<file path="src/rtl/chroma_bg_fetch.sv">
// Background-frame fetch engine: streams H_ACTIVE*V_ACTIVE words over a pipelined read master into a pixel FIFO.
// Build option BG_UNDERFLOW_HOLD_EN: an empty-FIFO request repeats the last pixel instead of driving zero.
module chroma_bg_fetch #(
  parameter int unsigned BASE_ADDR  = 0,
  parameter int          H_ACTIVE   = 640,
  parameter int          V_ACTIVE   = 480,
  parameter int          FIFO_DEPTH = 16,
  parameter int          ADDR_W     = 19
) (
  input  logic              iCLK27,
  input  logic              iRST,
  input  logic              iFrameStart,
  input  logic              iPixReq,
  output logic [9:0]        oVGA_R,
  output logic [9:0]        oVGA_G,
  output logic [9:0]        oVGA_B,
  output logic              oUnderflow,
  output logic              oMemRead,
  output logic [ADDR_W-1:0] oMemAddr,
  input  logic              iMemWaitRequest,
  input  logic              iMemReadDataValid,
  input  logic [31:0]       iMemReadData
);

  localparam int TOTAL = H_ACTIVE * V_ACTIVE;
  localparam int CNT_W = (TOTAL > 1) ? $clog2(TOTAL) : 1;
  localparam int PTR_W = $clog2(FIFO_DEPTH);
  localparam int LVL_W = PTR_W + 1;
  localparam logic [ADDR_W-1:0] BASE      = ADDR_W'(BASE_ADDR);
  localparam logic [LVL_W-1:0]  DEPTH     = LVL_W'(FIFO_DEPTH);
  localparam logic [CNT_W-1:0]  LAST_WORD = CNT_W'(TOTAL - 1);

  typedef enum logic [1:0] {IDLE, FETCH, DONE, DRAIN} state_t;

  state_t              state;
  logic [CNT_W-1:0]    word_cnt;
  logic [LVL_W-1:0]    inflight;
  logic [LVL_W-1:0]    fifo_cnt;
  logic [LVL_W-1:0]    discard;
  logic [PTR_W-1:0]    wr_ptr;
  logic [PTR_W-1:0]    rd_ptr;
  logic [29:0]         fifo_mem [FIFO_DEPTH];
  logic [29:0]         pix_p1;
  logic                hold_req;
  logic                underflow;
  logic                mem_read;
  logic [ADDR_W-1:0]   mem_addr;

  logic                accept, stall, ret, push, pop, fifo_empty;
  logic                last_accept, drain_done, fetch_nxt, hold_nxt;
  logic [LVL_W-1:0]    inflight_nxt, fifo_cnt_nxt, orphans;
  logic [LVL_W:0]      credit_sum;
  logic                unused_data;

  assign unused_data = ^iMemReadData[31:30];

  always_comb begin
    accept       = mem_read & ~iMemWaitRequest;
    stall        = mem_read & iMemWaitRequest;
    ret          = iMemReadDataValid & (state != IDLE);
    push         = ret & (state != DRAIN);
    fifo_empty   = (fifo_cnt == '0);
    pop          = iPixReq & ~fifo_empty;
    inflight_nxt = inflight + LVL_W'(accept) - LVL_W'(ret);
    fifo_cnt_nxt = iFrameStart ? '0 : fifo_cnt + LVL_W'(push) - LVL_W'(pop);
    // A request stalled across a restart still owes the slave its handshake; its data is stale.
    orphans      = inflight_nxt + LVL_W'(stall);
    last_accept  = accept & ~hold_req & (state == FETCH) & (word_cnt == LAST_WORD);
    drain_done   = (state == DRAIN) & ret & (discard == LVL_W'(1));
    fetch_nxt    = ((state == FETCH) & ~last_accept) | drain_done;
    hold_nxt     = hold_req & ~accept;
    credit_sum   = {1'b0, fifo_cnt_nxt} + {1'b0, inflight_nxt};
  end

  always_ff @(posedge iCLK27 or posedge iRST) begin
    if (iRST) begin
      state     <= IDLE;
      word_cnt  <= '0;
      inflight  <= '0;
      fifo_cnt  <= '0;
      discard   <= '0;
      wr_ptr    <= '0;
      rd_ptr    <= '0;
      hold_req  <= 1'b0;
      underflow <= 1'b0;
      mem_read  <= 1'b0;
      mem_addr  <= BASE;
    end else begin
      inflight <= inflight_nxt;
      fifo_cnt <= fifo_cnt_nxt;
      if (iFrameStart) begin
        rd_ptr    <= '0;
        wr_ptr    <= '0;
        underflow <= 1'b0;
        word_cnt  <= '0;
        hold_req  <= stall;
        if (!stall) mem_addr <= BASE;
        if (orphans != '0) begin
          state    <= DRAIN;
          discard  <= orphans;
          mem_read <= stall;
        end else begin
          state    <= FETCH;
          mem_read <= 1'b1;
        end
      end else begin
        if (pop) rd_ptr <= rd_ptr + PTR_W'(1);
        if (push) wr_ptr <= wr_ptr + PTR_W'(1);
        if (iPixReq && fifo_empty) underflow <= 1'b1;
        hold_req <= hold_nxt;
        if (hold_req && accept) mem_addr <= BASE;
        case (state)
          FETCH: begin
            if (accept && !hold_req) begin
              word_cnt <= word_cnt + CNT_W'(1);
              mem_addr <= mem_addr + ADDR_W'(1);
              if (last_accept) state <= DONE;
            end
          end
          DRAIN: begin
            if (ret) begin
              discard <= discard - LVL_W'(1);
              if (drain_done) state <= FETCH;
            end
          end
          default: ;
        endcase
        // Credit is evaluated on next-cycle occupancy so the registered request never overcommits.
        mem_read <= hold_nxt | (fetch_nxt & (credit_sum < (LVL_W+1)'(FIFO_DEPTH)));
      end
    end
  end

  always_ff @(posedge iCLK27) begin
    if (push) fifo_mem[wr_ptr] <= iMemReadData[29:0];
  end

  // Output pixel stage
  always_ff @(posedge iCLK27 or posedge iRST) begin
    if (iRST) begin
      pix_p1 <= '0;
    end else if (pop) begin
      pix_p1 <= fifo_mem[rd_ptr];
`ifdef BG_UNDERFLOW_HOLD_EN
    end
`else
    end else if (iPixReq) begin
      pix_p1 <= '0;
    end
`endif
  end

  assert property (@(posedge iCLK27) disable iff (iRST) !(push && (fifo_cnt == DEPTH)));

  assign oVGA_R     = pix_p1[29:20];
  assign oVGA_G     = pix_p1[19:10];
  assign oVGA_B     = pix_p1[9:0];
  assign oUnderflow = underflow;
  assign oMemRead   = mem_read;
  assign oMemAddr   = mem_addr;

endmodule

</file>
<file path="config.mk">
export PLATFORM = sky130hd
export DESIGN_NAME = chroma_bg_fetch
export DESIGN_NICKNAME = d
export VERILOG_FILES = /design/src/rtl/chroma_bg_fetch.sv
export SDC_FILE = /design/constraint.sdc
export NUM_CORES = 1
export LEC_CHECK = 0
export CORE_MARGIN = 1.5
export CORE_UTILIZATION = 55
export DETAILED_ROUTE_END_ITERATION = 8
export PLACE_DENSITY = 0.73
export SYNTH_ARGS = -nofsm -noshare
export SYNTH_HDL_FRONTEND = slang
export SYNTH_SLANG_ARGS = --single-unit
</file>
<file path="constraint.sdc">
create_clock -name iCLK27 -period 13.95 [get_ports iCLK27]
set_clock_uncertainty 0.1 [all_clocks]
set_input_delay 1.395 -clock iCLK27 [delete_from_list [all_inputs] [get_ports iCLK27]]
set_output_delay 1.395 -clock iCLK27 [all_outputs]
set_load 0.02 [all_outputs]
</file>
Word-level counts from Yosys, hierarchy flattened. Memory sizes are Yosys's and may differ from the RTL's. Cells that the tools add are included.

Reduce and logical (&&, ||, !) cells: 19. Magnitude comparators: 1. Mux-type cells: 33. Bitwise logic cells: 20. Add/sub/neg operators: 11. Equality and inequality tests: 11.

Operators with widths (count): $mux W19 (8); $mux W30 (2); $add A19 B1 Y19 const B (2); $mux W5 (5); $eq A19 B19 Y1 const B (1); $reduce_bool A2 Y1 (9); $mux W4 (4); $add A5 B1 Y5 (3); $and A1 B1 Y1 (13); $mux W2 (6); $sub A5 B1 Y5 (2); $ne A3 B3 Y1 const B (3); $add A4 B1 Y4 const B (2); $mux W1 (7); $add A5 B5 Y6 (1); $lt A6 B5 Y1 const B (1); $eq A5 B1 Y1 const B (1); $logic_not A5 Y1 (1); $not A1 Y1 (5); $reduce_and A5 Y1 (1); $reduce_bool A5 Y1 (1); $sub A5 B1 Y5 const B (1); $ne A2 B2 Y1 const B (2); $pmux W2 S2 (1); 10 further kinds (13).

RAM bits: 480. Logic and storage cells: 108. Output and inout port bits: 51. Bits in registers: 96. Memories: 1.

Memories: fifo_mem (depth 16, bits a word 30, rd ports 1, clocked after memory_dff 0, write ports 1, line 42) `logic [29:0] fifo_mem [FIFO_DEPTH];`.

Logic depth before layout (Yosys ltp).
Word-level depth: 11. Gate-level depth with buffers: 23. Mapped depth without buffers: 21.

Least setup slack after synthesis. Ideal clock, no wire load.

Path kind: input-to-reg. Start: input port iMemReadDataValid. End: memory fifo_mem[3][0] (enable). Data arrival time: 4750 ps. Stages: 4. Path buffers: 1. Path slack: 8607 ps. Cells stage by stage: and2_1 > clkbuf_1 > inv_1 > nor4_1.

Longest elaborated chain between the ends: 4.

RTL lines: start: declaration (line 21) `input logic iMemReadDataValid,`; $and A1 B1 Y1 (line 60) `ret = iMemReadDataValid & (state != IDLE);`; $and A1 B1 Y1 (line 61) `push = ret & (state != DRAIN);`; $mux W1 (line 135) `if (push) fifo_mem[wr_ptr] <= iMemReadData[29:0];`; $mux W1 (implied by the code) (line 135); end: declaration (line 42).

No other way between the ends.

Worst setup path in the final report.
Start: input port iPixReq. End: register mem_read (netlist: oMemRead).

Longest elaborated chain between the ends: 8.

RTL lines: start: declaration (line 13) `input logic iPixReq,`; $and A1 B1 Y1 (line 63) `pop = iPixReq & ~fifo_empty;`; $sub A5 B1 Y5 (line 65) `fifo_cnt_nxt = iFrameStart ? '0 : fifo_cnt + LVL_W'(push) - LVL_W'(pop);`; $mux W5 (line 65); net fifo_cnt_nxt[4] (line 51) `logic [LVL_W-1:0] inflight_nxt, fifo_cnt_nxt, orphans;`; $add A5 B5 Y6 (line 72) `credit_sum = {1'b0, fifo_cnt_nxt} + {1'b0, inflight_nxt};`; $lt A6 B5 Y1 (line 129) `mem_read <= hold_nxt | (fetch_nxt & (credit_sum < (LVL_W+1)'(FIFO_DEPTH)));`; $and A1 B1 Y1 (line 129); $or A1 B1 Y1 (line 129); $mux W1 (line 91) `if (iFrameStart) begin`; end signal: assignment (line 101) `mem_read <= stall;`; end signal: assignment (line 129); end: declaration (line 46) `logic mem_read;`.

The timed path passes the listed nets, and every way through them passes these cells. A chain may end at the register's enable or synchronous reset.

==> impl_metrics.json <==
{
  "period_minus_slack_ns": 5.25,
  "yosysWarnings": 0,
  "grt_pass1_vias": 11900,
  "maxSlewViolCount": 0,
  "setup_viol": 0,
  "core_area_um2": 41100,
  "tightest_slew_ns": 1.15,
  "vias_per_cell": 6.03,
  "cts_sinks": 576,
  "clockBufferDepth": 3,
  "cts_htree_levels": 2,
  "vias": 11600,
  "power_density_nw_per_um2": 171,
  "multi_input_area_um2": 5850,
  "outcome": "complete, no violations",
  "fp.dieW_um": 208,
  "cp-start-kind": "input port",
  "utilization_pct": 64.6,
  "hold_path_class": "reg2reg",
  "synthArstFlopShare_pct": 16.7,
  "syn_avg_cell_area_um2": 18.7,
  "regArea_um2": 16800,
  "ctsResizeCount": 0,
  "peakVddDrop_v": 0.000116,
  "grt_pass1_wl_mm": 72.3,
  "grt_max_degree": 75,
  "endpoint_kind": "flip-flop",
  "area_growth_pct": 15.1,
  "critPathKind": "in2reg",
  "fin_area_um2": 26500,
  "cts-root-buf": "clkbuf_16",
  "worstPathArrival_ns": 5.62,
  "post-cts-setup-buffer-count": 0,
  "initial_core_util_pct": 56.1,
  "synth_cell_types": 52,
  "wl_per_cell_um": 24.5,
  "fin_nets": 1412,
  "drt_wl_total_mm": 47.2,
  "timing.hold.ws_ns": 0.389,
  "tns_ns": 0,
  "final_common_cell": "edfxtp_1",
  "p_leak_uw": 0.00883,
  "first_pass_iters": 5,
  "synth_top_flop_cell": "edfxtp_1",
  "cts_hold_buf": 0,
  "placed_area_um2": 24600,
  "cts_tree": "yes",
  "netlist_area_um2": 23100,
  "fin_ws_ns": 8.70,
  "grt-ovfl-total": 0,
  "finalHoldViolations": 0,
  "globalplace.congestion": 0.778,
  "numCtsBuffers": 56,
  "port_buffers": 86,
  "yosysSeqAreaShare_pct": 72.9,
  "ios": 89,
  "grt_usage_pct": 22.5,
  "layout_common_cells": "480 x edfxtp_1, 150 x mux4_2, 92 x dfrtp_1",
  "row_count": 74,
  "dp_slack_ns": 8.09,
  "fmax_mhz": 191,
  "die-area_um2": 43200,
  "clkLatencyLatePin_ns": 0.62,
  "hpwlAfterDp_mm": 24.3,
  "antenna_found_initial": 2,
  "clk_pin_slew_ns": 0.06,
  "rsz0062_at_grt": "false",
  "crit_required_ns": 14.32,
  "finalCritPeriodShare_pct": 37.6,
  "drc_errors": 0,
  "synth_fp_nets": 1303,
  "postSynthCellCount": 1237,
  "fillers": 2768,
  "synth-edff-count": 480,
  "ant_nets": 0,
  "drive_gt1_share_pct": 21.3,
  "max-slew-margin-rel_pct": 23.6,
  "crit_fanout": 35,
  "maxCapViolations": 0,
  "dr.first_iter.drc_count": 1243,
  "synth-seq-cells": 576,
  "dieHeight_um": 208
}
==> critical path: stages <==
cell             delay [ns]
clkdlybuf4s50_1        0.46
buf_4                  0.44
nor2b_4                0.24
buf_4                  0.48
ha_1                   0.34
inv_1                  0.06
ha_1                   0.15
inv_1                  0.06
fa_1                   0.43
inv_1                  0.07
a21oi_1                0.06
nor2_1                 0.13
or3_1                  0.14
a21oi_1                0.10
ha_1                   0.32
nor3_1                 0.05
nand3b_1               0.11
a21oi_1                0.04
o21ai_0                0.11
a21oi_1                0.06
or3_1                  0.37
==> area by class of cell <==
cell class	count	area share (%)
antenna	1	0.00943
timing repair buffer	112	3.96
tap	532	2.51
clock inverter	20	0.853
clock buffer	85	6.35
sequential	576	63.4
inverter	62	0.886
multi-input combinational	538	22.1
==> cells by family (layout without fill, tap and decap cells) <==
kind of cell,after synthesis,in the layout,synth area share (%)
flip-flops,576,576,72.9
buffers and inverters,123,279,2.06
other,0,1,0
XOR/XNOR,35,35,1.33
multiplexers,155,155,14.9
AND/OR/NAND/NOR,205,205,4.49
adder cells (fa/ha/maj),28,28,1.58
AO/OA/AOI/OAI,115,115,2.79
==> cell usage after synthesis (all sizes together) (3+ instances only) <==
cell	number	area, µm²
nor3	8	45.0
clkbuf	39	146
nand2	67	251
nor4b	3	26.3
nand3	9	45.0
a21oi	23	115
o21ai	68	340
mux2i	4	40.0
and2	13	81.3
and3	10	62.6
a21o	5	37.5
buf	22	96.3
dfrtp	96	2400
nor4	4	25.0
inv	62	233
mux4	150	3380
nor2b	4	25.0
ha	26	325
edfxtp	480	14400
xor2	18	158
a221o	4	40.0
nand4	15	115
nor2	51	191
xnor2	17	149
a31oi	8	50.1
or3	8	50.1
==> where the power goes <==
| group | internal [µW] | switching, µW | leakage (µW) | total [µW] |
|---|---|---|---|---|
| Clock | 893 | 639 | 0.000946 | 1530 |
| Sequential | 1950 | 88.7 | 0.00557 | 2030 |
| Combinational | 495 | 475 | 0.00232 | 969 |
==> state kept, by name, summed over array words and instances, names as in the netlist, 5 cells and up <==
name,flops
word_cnt,19
oMemAddr,19
fifo_mem,480
fifo_cnt,5
discard,5
pix_p1,30
inflight,5
==> worst paths after layout <==
kind	startpoint	endpoint	slack, ns	cells past startpoint
max in group asynchronous	iRST	rd_ptr[1]$_DFFE_PP0P_	11.25	3
min in group asynchronous	iRST	oMemAddr[18]$_DFFE_PP0P_	1.14	2
setup reg to reg	fifo_cnt[3]$_DFF_PP0_	oMemRead$_DFF_PP0_	9.42	22
hold / removal	oMemAddr[18]$_DFFE_PP0P_	oMemAddr[18]$_DFFE_PP0P_	0.39	1
hold reg to reg	oMemAddr[18]$_DFFE_PP0P_	oMemAddr[18]$_DFFE_PP0P_	0.39	1
setup / recovery	iPixReq	oMemRead$_DFF_PP0_	8.70	21
==> per-stage QoR <==
stage,total power (µW),std cells
after floorplan,2760,1237
after global placement,3030,1820
after detailed placement,3050,1820
after CTS,4580,1925
after global routing,4730,1925
final,4540,1926
==> per-layer routing <==
layer | vias up | part of all wire [%] | GRT usage, %
met5 | - | 0.017 | 0
met4 | 2 | 2.0 | 7.10
met3 | 73 | 7.0 | 3.90
met2 | 422 | 49 | 35.9
li1 | 5096 | - | -
met1 | 6019 | 42 | 32.1
Power figures use the tool's default switching activity.
